### config.mk
export PLATFORM = sky130hd
export DESIGN_NAME = vec_fetch_unit
export DESIGN_NICKNAME = d
export VERILOG_FILES = /design/src/rtl/vec_fetch_pkg.sv /design/src/rtl/vec_fetch_addr_gen.sv /design/src/rtl/vec_fetch_unit.sv
export SDC_FILE = /design/constraint.sdc
export NUM_CORES = 1
export LEC_CHECK = 0
export CAP_MARGIN = 10
export CORE_AREA = 8 8 229 231
export CTS_BUF_LIST = sky130_fd_sc_hd__clkbuf_8 sky130_fd_sc_hd__clkbuf_16
export DETAILED_ROUTE_END_ITERATION = 16
export DIE_AREA = 0 0 237 239
export PLACE_DENSITY = 0.72
export SLEW_MARGIN = 20
export SYNTH_ARGS = -nofsm -noshare
export SYNTH_HDL_FRONTEND = slang
export SYNTH_SLANG_ARGS = --single-unit
### constraint.sdc
create_clock -name clk -period 7.2 [get_ports clk]
set_input_delay 1.8 -clock clk [delete_from_list [all_inputs] [get_ports clk]]
set_output_delay 1.8 -clock clk [all_outputs]
set_load 0.05 [all_outputs]
### src/rtl/vec_fetch_pkg.sv
// vec_fetch_pkg
// Shared definitions for the vector fetch unit: the FSM state type and the
// default parameter set used by vec_fetch_unit and vec_fetch_addr_gen.
// No ports.

package vec_fetch_pkg;

   // IDLE  : waiting for start
   // ISSUE : one memory read issued per cycle
   // DRAIN : all reads issued, waiting for the last return
   // HOLD  : data_out complete, waiting for ready
   typedef enum logic [1:0] {
      IDLE  = 2'd0,
      ISSUE = 2'd1,
      DRAIN = 2'd2,
      HOLD  = 2'd3
   } fetch_state_t;

   localparam int unsigned DEF_NO_OF_ELEM = 16;
   localparam int unsigned DEF_MEM_DEPTH  = 12;
   localparam int unsigned DEF_WORD_SIZE  = 32;
   localparam int unsigned DEF_RD_LATENCY = 1;

endpackage

### src/rtl/vec_fetch_addr_gen.sv
// vec_fetch_addr_gen
// Address generator for the vector fetch unit. On load it captures the base
// address, the stride and the number of elements to fetch; every step cycle
// it advances the address accumulator by the stride and bumps the issue index.
// Addresses wrap modulo 2^MEM_DEPTH.
//
// Configuration macro: VEC_FETCH_STRIDE_EN
//   defined   : the stride input is latched and honoured
//   undefined : the stride input is ignored and the increment is 1
//
// Ports
//   clk        in   clock
//   RESET      in   synchronous active-high reset
//   flush      in   abandon the current sequence (clears all state)
//   load       in   accept a new sequence (base_addr, stride, count)
//   step       in   one address is issued this cycle
//   base_addr  in   address of element 0
//   stride     in   address increment between elements
//   count      in   elements in the sequence, 1..NO_OF_ELEM
//   addr       out  current issue address
//   idx        out  current issue index
//   last       out  current issue is the final one of the sequence

module vec_fetch_addr_gen
   import vec_fetch_pkg::*;
#(
   parameter int unsigned NO_OF_ELEM = DEF_NO_OF_ELEM,
   parameter int unsigned MEM_DEPTH  = DEF_MEM_DEPTH
) (
   input  logic                          clk,
   input  logic                          RESET,
   input  logic                          flush,
   input  logic                          load,
   input  logic                          step,
   input  logic [MEM_DEPTH-1:0]          base_addr,
   input  logic [MEM_DEPTH-1:0]          stride,
   input  logic [$clog2(NO_OF_ELEM):0]   count,
   output logic [MEM_DEPTH-1:0]          addr,
   output logic [$clog2(NO_OF_ELEM)-1:0] idx,
   output logic                          last
);

   localparam int unsigned IDX_W = $clog2(NO_OF_ELEM);

   logic [MEM_DEPTH-1:0] acc_q;
   logic [MEM_DEPTH-1:0] inc_q;
   logic [IDX_W-1:0]     cnt_q;
   logic [IDX_W-1:0]     last_idx_q;

`ifdef VEC_FETCH_STRIDE_EN
   always_ff @(posedge clk) begin
      if (RESET || flush) begin
         inc_q <= '0;
      end else if (load) begin
         inc_q <= stride;
      end
   end
`else
   // Unit-stride build: the port stays for interface compatibility only.
   assign inc_q = MEM_DEPTH'(1);

   logic unused_stride;
   assign unused_stride = ^stride;
`endif

   always_ff @(posedge clk) begin
      if (RESET || flush) begin
         acc_q      <= '0;
         cnt_q      <= '0;
         last_idx_q <= '0;
      end else if (load) begin
         acc_q      <= base_addr;
         cnt_q      <= '0;
         // count is never 0 here, so count-1 fits in IDX_W bits
         last_idx_q <= IDX_W'(count - 1'b1);
      end else if (step) begin
         acc_q <= acc_q + inc_q;
         cnt_q <= cnt_q + 1'b1;
      end
   end

   assign addr = acc_q;
   assign idx  = cnt_q;
   assign last = (cnt_q == last_idx_q);

endmodule

### src/rtl/vec_fetch_unit.sv
// vec_fetch_unit
// Fetches up to NO_OF_ELEM words from a memory with fixed read latency
// RD_LATENCY and presents them as one vector with a valid/ready handshake.
// One address is issued per cycle; returned words are steered into their
// element slot by an RD_LATENCY-deep shift register of {valid, index}.
// writer_busy aborts any fetch and discards in-flight returns.
//
// Configuration macro: VEC_FETCH_STRIDE_EN (see vec_fetch_addr_gen); without
// it every fetch is unit-stride.
//
// Ports
//   clk          in   clock
//   RESET        in   synchronous active-high reset
//   start        in   fetch request, accepted only in IDLE
//   base_addr    in   address of element 0
//   stride       in   address increment between elements
//   vlen         in   element count; 0 or >NO_OF_ELEM means NO_OF_ELEM
//   ins          in   instruction mode: fetch a single word
//   writer_busy  in   abort / flush request
//   mem_data     in   memory read data, RD_LATENCY cycles after mem_en
//   mem_addr     out  memory read address
//   mem_en       out  memory read enable
//   data_out     out  fetched vector, element i at [i*WORD_SIZE +: WORD_SIZE]
//   elem_mask    out  bit i set when element i has been loaded
//   valid        out  data_out complete
//   ready        in   consumer accepts data_out
//   busy         out  fetch unit not in IDLE

module vec_fetch_unit
   import vec_fetch_pkg::*;
#(
   parameter int unsigned NO_OF_ELEM = DEF_NO_OF_ELEM,
   parameter int unsigned MEM_DEPTH  = DEF_MEM_DEPTH,
   parameter int unsigned WORD_SIZE  = DEF_WORD_SIZE,
   parameter int unsigned RD_LATENCY = DEF_RD_LATENCY
) (
   input  logic                             clk,
   input  logic                             RESET,
   input  logic                             start,
   input  logic [MEM_DEPTH-1:0]             base_addr,
   input  logic [MEM_DEPTH-1:0]             stride,
   input  logic [$clog2(NO_OF_ELEM):0]      vlen,
   input  logic                             ins,
   input  logic                             writer_busy,
   input  logic [WORD_SIZE-1:0]             mem_data,
   output logic [MEM_DEPTH-1:0]             mem_addr,
   output logic                             mem_en,
   output logic [NO_OF_ELEM*WORD_SIZE-1:0]  data_out,
   output logic [NO_OF_ELEM-1:0]            elem_mask,
   output logic                             valid,
   input  logic                             ready,
   output logic                             busy
);

   localparam int unsigned IDX_W = $clog2(NO_OF_ELEM);
   localparam int unsigned CNT_W = IDX_W + 1;

   fetch_state_t                    state_q;
   logic                            valid_q;
   logic [NO_OF_ELEM*WORD_SIZE-1:0] data_q;
   logic [NO_OF_ELEM-1:0]           mask_q;

   // Return tracking: entry 0 is the newest issue, entry RD_LATENCY-1 lines
   // up with the word currently on mem_data.
   logic [RD_LATENCY-1:0]           pipe_v_q;
   logic [IDX_W-1:0]                pipe_idx_q [RD_LATENCY];

   logic                            accept;
   logic                            issue;
   logic                            capture;
   logic                            younger_pending;
   logic [CNT_W-1:0]                fetch_cnt;
   logic [IDX_W-1:0]                ag_idx;
   logic                            ag_last;
   logic [IDX_W-1:0]                head_idx;

   assign accept = (state_q == IDLE) && start;
   assign issue  = (state_q == ISSUE);

   // Number of reads for this request.
   always_comb begin
      if (ins) begin
         fetch_cnt = CNT_W'(1);
      end else if ((vlen == '0) || (vlen > CNT_W'(NO_OF_ELEM))) begin
         fetch_cnt = CNT_W'(NO_OF_ELEM);
      end else begin
         fetch_cnt = vlen;
      end
   end

   vec_fetch_addr_gen #(
      .NO_OF_ELEM (NO_OF_ELEM),
      .MEM_DEPTH  (MEM_DEPTH)
   ) u_addr_gen (
      .clk       (clk),
      .RESET     (RESET),
      .flush     (writer_busy),
      .load      (accept),
      .step      (issue),
      .base_addr (base_addr),
      .stride    (stride),
      .count     (fetch_cnt),
      .addr      (mem_addr),
      .idx       (ag_idx),
      .last      (ag_last)
   );

   always_ff @(posedge clk) begin
      if (RESET || writer_busy) begin
         pipe_v_q <= '0;
         for (int i = 0; i < int'(RD_LATENCY); i++) begin
            pipe_idx_q[i] <= '0;
         end
      end else begin
         pipe_v_q[0]   <= issue;
         pipe_idx_q[0] <= ag_idx;
         for (int i = 1; i < int'(RD_LATENCY); i++) begin
            pipe_v_q[i]   <= pipe_v_q[i-1];
            pipe_idx_q[i] <= pipe_idx_q[i-1];
         end
      end
   end

   assign head_idx = pipe_idx_q[RD_LATENCY-1];
   assign capture  = pipe_v_q[RD_LATENCY-1] && ((state_q == ISSUE) || (state_q == DRAIN));

   // In DRAIN no new reads enter the pipe, so the head is the final word
   // once nothing younger is still travelling behind it.
   always_comb begin
      younger_pending = 1'b0;
      for (int i = 0; i < int'(RD_LATENCY) - 1; i++) begin
         younger_pending = younger_pending | pipe_v_q[i];
      end
   end

   always_ff @(posedge clk) begin
      if (RESET) begin
         state_q <= IDLE;
         valid_q <= 1'b0;
         data_q  <= '0;
         mask_q  <= '0;
      end else if (writer_busy) begin
         state_q <= IDLE;
         valid_q <= 1'b0;
         mask_q  <= '0;
      end else begin
         if (capture) begin
            data_q[head_idx*WORD_SIZE +: WORD_SIZE] <= mem_data;
            mask_q[head_idx]                        <= 1'b1;
         end
         unique case (state_q)
            IDLE: begin
               if (start) begin
                  state_q <= ISSUE;
                  data_q  <= '0;
                  mask_q  <= '0;
               end
            end
            ISSUE: begin
               if (ag_last) begin
                  state_q <= DRAIN;
               end
            end
            DRAIN: begin
               if (capture && !younger_pending) begin
                  state_q <= HOLD;
                  valid_q <= 1'b1;
               end
            end
            HOLD: begin
               if (ready) begin
                  state_q <= IDLE;
                  valid_q <= 1'b0;
               end
            end
            default: begin
               state_q <= IDLE;
               valid_q <= 1'b0;
            end
         endcase
      end
   end

   assign mem_en    = issue;
   assign busy      = (state_q != IDLE);
   assign valid     = valid_q;
   assign data_out  = data_q;
   assign elem_mask = mask_q;

endmodule

==> impl_metrics.py <==
metrics = {
    "route": {
        "drt-total-wl_um": 77830,
        "wl_per_cell_um": 26.93,
        "viasPerCell": 5.771,
        "first_iter_violations": 1442,
        "firstDrtPassIters": 5,
        "detail-route-antenna-nets": 0,
        "post-route-drc-count": 0,
        "vias": 16680,
    },
    "yosys": {
        "synth_area_leaders": "dfxtp_1, o2bb2ai_1, a22o_1",
        "synth_top_area_cell": "dfxtp_1",
        "synth.distinct_cells": 45,
        "ys_ff_latch": 556,
        "syn_inst": 1687,
        "syn_nets": 1769,
        "yosysTopAreaCellShare": 0.5975,
        "syn_area_per_cell_um2": 11.04,
        "synth-seq-area-share": 0.5975,
        "yosys_warnings": 0,
        "syn_area_um2": 18630,
        "ys.flop_type": "dfxtp_1",
        "synth_edf_count": 0,
        "synthArstFlopShare": 0,
    },
    "placement": {
        "gp_congestion": 0.8634,
        "io_buffers": 597,
        "dpl_worst_slack_ns": 2.456,
        "dp.cells": 2786,
        "dpl.hpwl_um": 54240,
        "place_area_um2": 25220,
    },
    "clocking": {
        "cts_resized": 0,
        "clkLatencyLatePin_ns": 0.60,
        "clk_path_buf_depth": 3,
        "root_buffer": "clkbuf_16",
        "postCtsSetupRepairBufs": 0,
        "cts_tree": "done",
        "htree_levels": 2,
        "hold_buffers": 0,
        "numCtsBuffers": 55,
        "clock-sinks": 556,
        "clkTransAtPathRegs_ns": 0.06,
    },
    "global_routing": {
        "antenna_found_initial": 1,
        "grt_pass1_vias": 16520,
        "overflow": 0,
        "gr-usage-all-layers": 0.2586,
        "grt_pass1_wl_um": 113000,
        "grt_max_degree": 75,
    },
    "setup_path": {
        "max_stage_delay_ns": 0.94,
        "path_cells": "inv_1 -> ha_1 -> clkdlybuf4s50_1",
        "slowest_stage": "clkdlybuf4s50_1",
        "cp-start-kind": "flip-flop",
        "critPathRequiredTime_ns": 5.40,
        "arrival_ns": 2.57,
        "end_kind": "output pin",
        "path_max_fanout": 13,
        "path_class": "reg -> out",
    },
    "timing": {
        "clock_skew_ns": 0.01046,
        "tightest_slew_ns": 1.133,
        "rsz0062_at_grt": "no",
        "setup_viol": 0,
        "drv_slew": 0,
        "worst_slack_ns": 2.832,
        "period_minus_slack_ns": 4.368,
        "finalHoldViolations": 0,
        "fin_setup_tns_ns": 0,
        "period_share": 0.6067,
        "maxSlewHeadroom": 0.2419,
        "fmax_mhz": 228.9,
    },
    "finish": {
        "drive_gt1_frac": 0.06705,
        "seqCellArea_um2": 11130,
        "num-fill-cells": 4107,
        "nNetsFinal": 2306,
        "multiInputGateArea_um2": 7076,
        "instances_no_fill": 2890,
        "syn2layout_area_growth_pct": 45.68,
        "final_area_um2": 27140,
    },
    "run_status": {
        "status": "completed",
    },
    "die": {
        "coreArea_um2": 48550,
        "die-height_um": 239,
        "start_util": 0.3837,
        "num_rows": 81,
        "die_x_um": 237,
        "dieArea_um2": 56640,
        "io_pins": 610,
    },
    "min_path": {
        "min_path_type": "reg -> reg",
    },
    "pwr": {
        "power_density_nw_per_um2": 230.6,
        "p_leak_nw": 9.462,
        "ir_worst_vdd_v": 0.0002021,
    },
    "run": {
        "maxCapViolCount": 0,
    },
}
==> state kept, by name, indices dropped and copies added, names as in the netlist <==
signal	flops
data_out	512
elem_mask	16
pipe_idx_q	4
pipe_v_q	1
state_q	2
u_addr_gen.addr	12
u_addr_gen.idx	4
u_addr_gen.last_idx_q	4
valid	1
==> worst paths after layout <==
check	from	endpoint	slack (ns)	depth (start not counted)
worst max-delay path	state_q[1]	mem_en	2.83	3
worst min-delay path	data_out[135]	data_out[135]	0.46	1
worst max register to register	pipe_idx_q[0][0]	data_out[68]	3.64	5
worst min register to register	data_out[135]	data_out[135]	0.46	1
==> through the flow <==
stage	hold slack [ns]	total power, mW	util
6_report	0.4613	6.258	0.5591
4_1_cts	0.4636	6.286	0.5573
5_1_grt	0.4751	6.435	0.5591
3_5_place_dp	0.4454	3.424	0.5196
3_3_place_gp	0.4443	3.418	0.5192
2_1_floorplan	0.4478	3.292	-
==> cell usage in the layout (no fill, tap or decap), types with 8 or more instances in the layout <==
cell	instances
clkdlybuf4s50_1	597
dfxtp_1	556
o2bb2ai_1	256
a22o_1	158
nand2_1	141
o22ai_1	64
clkbuf_16	55
nor2_1	39
a211oi_1	39
a31oi_1	38
nand2b_1	35
nor2b_1	35
buf_4	25
a21oi_1	23
inv_1	20
clkbuf_8	15
ha_1	14
and3_1	13
clkinv_2	13
xor2_1	12
o21ai_0	11
nand3_1	10
a21oi_4	9
nor3_1	8
==> worst max-delay path, delay by kind of cell (launching register included) <==
kind / cells / cell delay [ns]
fa+ha+maj: 1 / 0.56
buf+inv: 2 / 1.07
flops: 1 / 0.34
==> power breakdown <==
group	total (mW)	switching [mW]	internal [mW]
sequential	3.09	0.00652	3.08
combinational	0.280	0.205	0.0749
clock	2.89	1.23	1.66
==> cell type report <==
| class | count | share of cell area |
|---|---|---|
| flip-flops and latches | 556 | 0.4101 |
| clock buffers | 70 | 0.05832 |
| diodes | 1 | 0.00009220 |
| repair buffers | 626 | 0.2309 |
| clock inverters | 30 | 0.009128 |
| multi-input cells | 970 | 0.2607 |
| well taps | 622 | 0.02868 |
| inverters | 15 | 0.002075 |
==> synthesized netlist by cell type (all sizes together), types with 2 or more instances <==
| library cell | n |
|---|---|
| nand2b | 35 |
| and4 | 4 |
| o31ai | 2 |
| or3 | 3 |
| a2111oi | 5 |
| o2bb2ai | 256 |
| inv | 15 |
| nand3b | 2 |
| buf | 49 |
| and2 | 5 |
| nor4 | 4 |
| nand3 | 11 |
| a21oi | 32 |
| xor2 | 13 |
| o22ai | 64 |
| a211oi | 40 |
| dfxtp | 556 |
| a22o | 158 |
| nand4 | 4 |
| o22a | 2 |
| a31oi | 38 |
| nor3 | 9 |
| and3 | 13 |
| nor2b | 35 |
| ha | 15 |
| nand2 | 144 |
| xnor2 | 5 |
| a311oi | 2 |
| o21ai | 17 |
| clkbuf | 97 |
| mux2i | 2 |
| or2 | 2 |
| nor2 | 39 |
==> logic make-up after synthesis <==
kind of cell,after synthesis,synth area share
buffers and inverters,161,0.03540
muxes,2,0.001075
adders and majority gates,15,0.01007
xor gates and xnor gates,18,0.008463
DFF,556,0.5975
AOI/OAI and AO/OA,622,0.2670
and+or+nand+nor,313,0.08046
==> layer usage <==
metal | wire length [um] | GRT usage | up-vias
met2 | 35510 | 0.4102 | 883
li1 | - | - | 7399
met1 | 31230 | 0.3206 | 8222
met4 | 3144 | 0.1110 | 0
met5 | 0 | 0 | -
met3 | 7947 | 0.08437 | 175
Power figures use the tool's default switching activity.
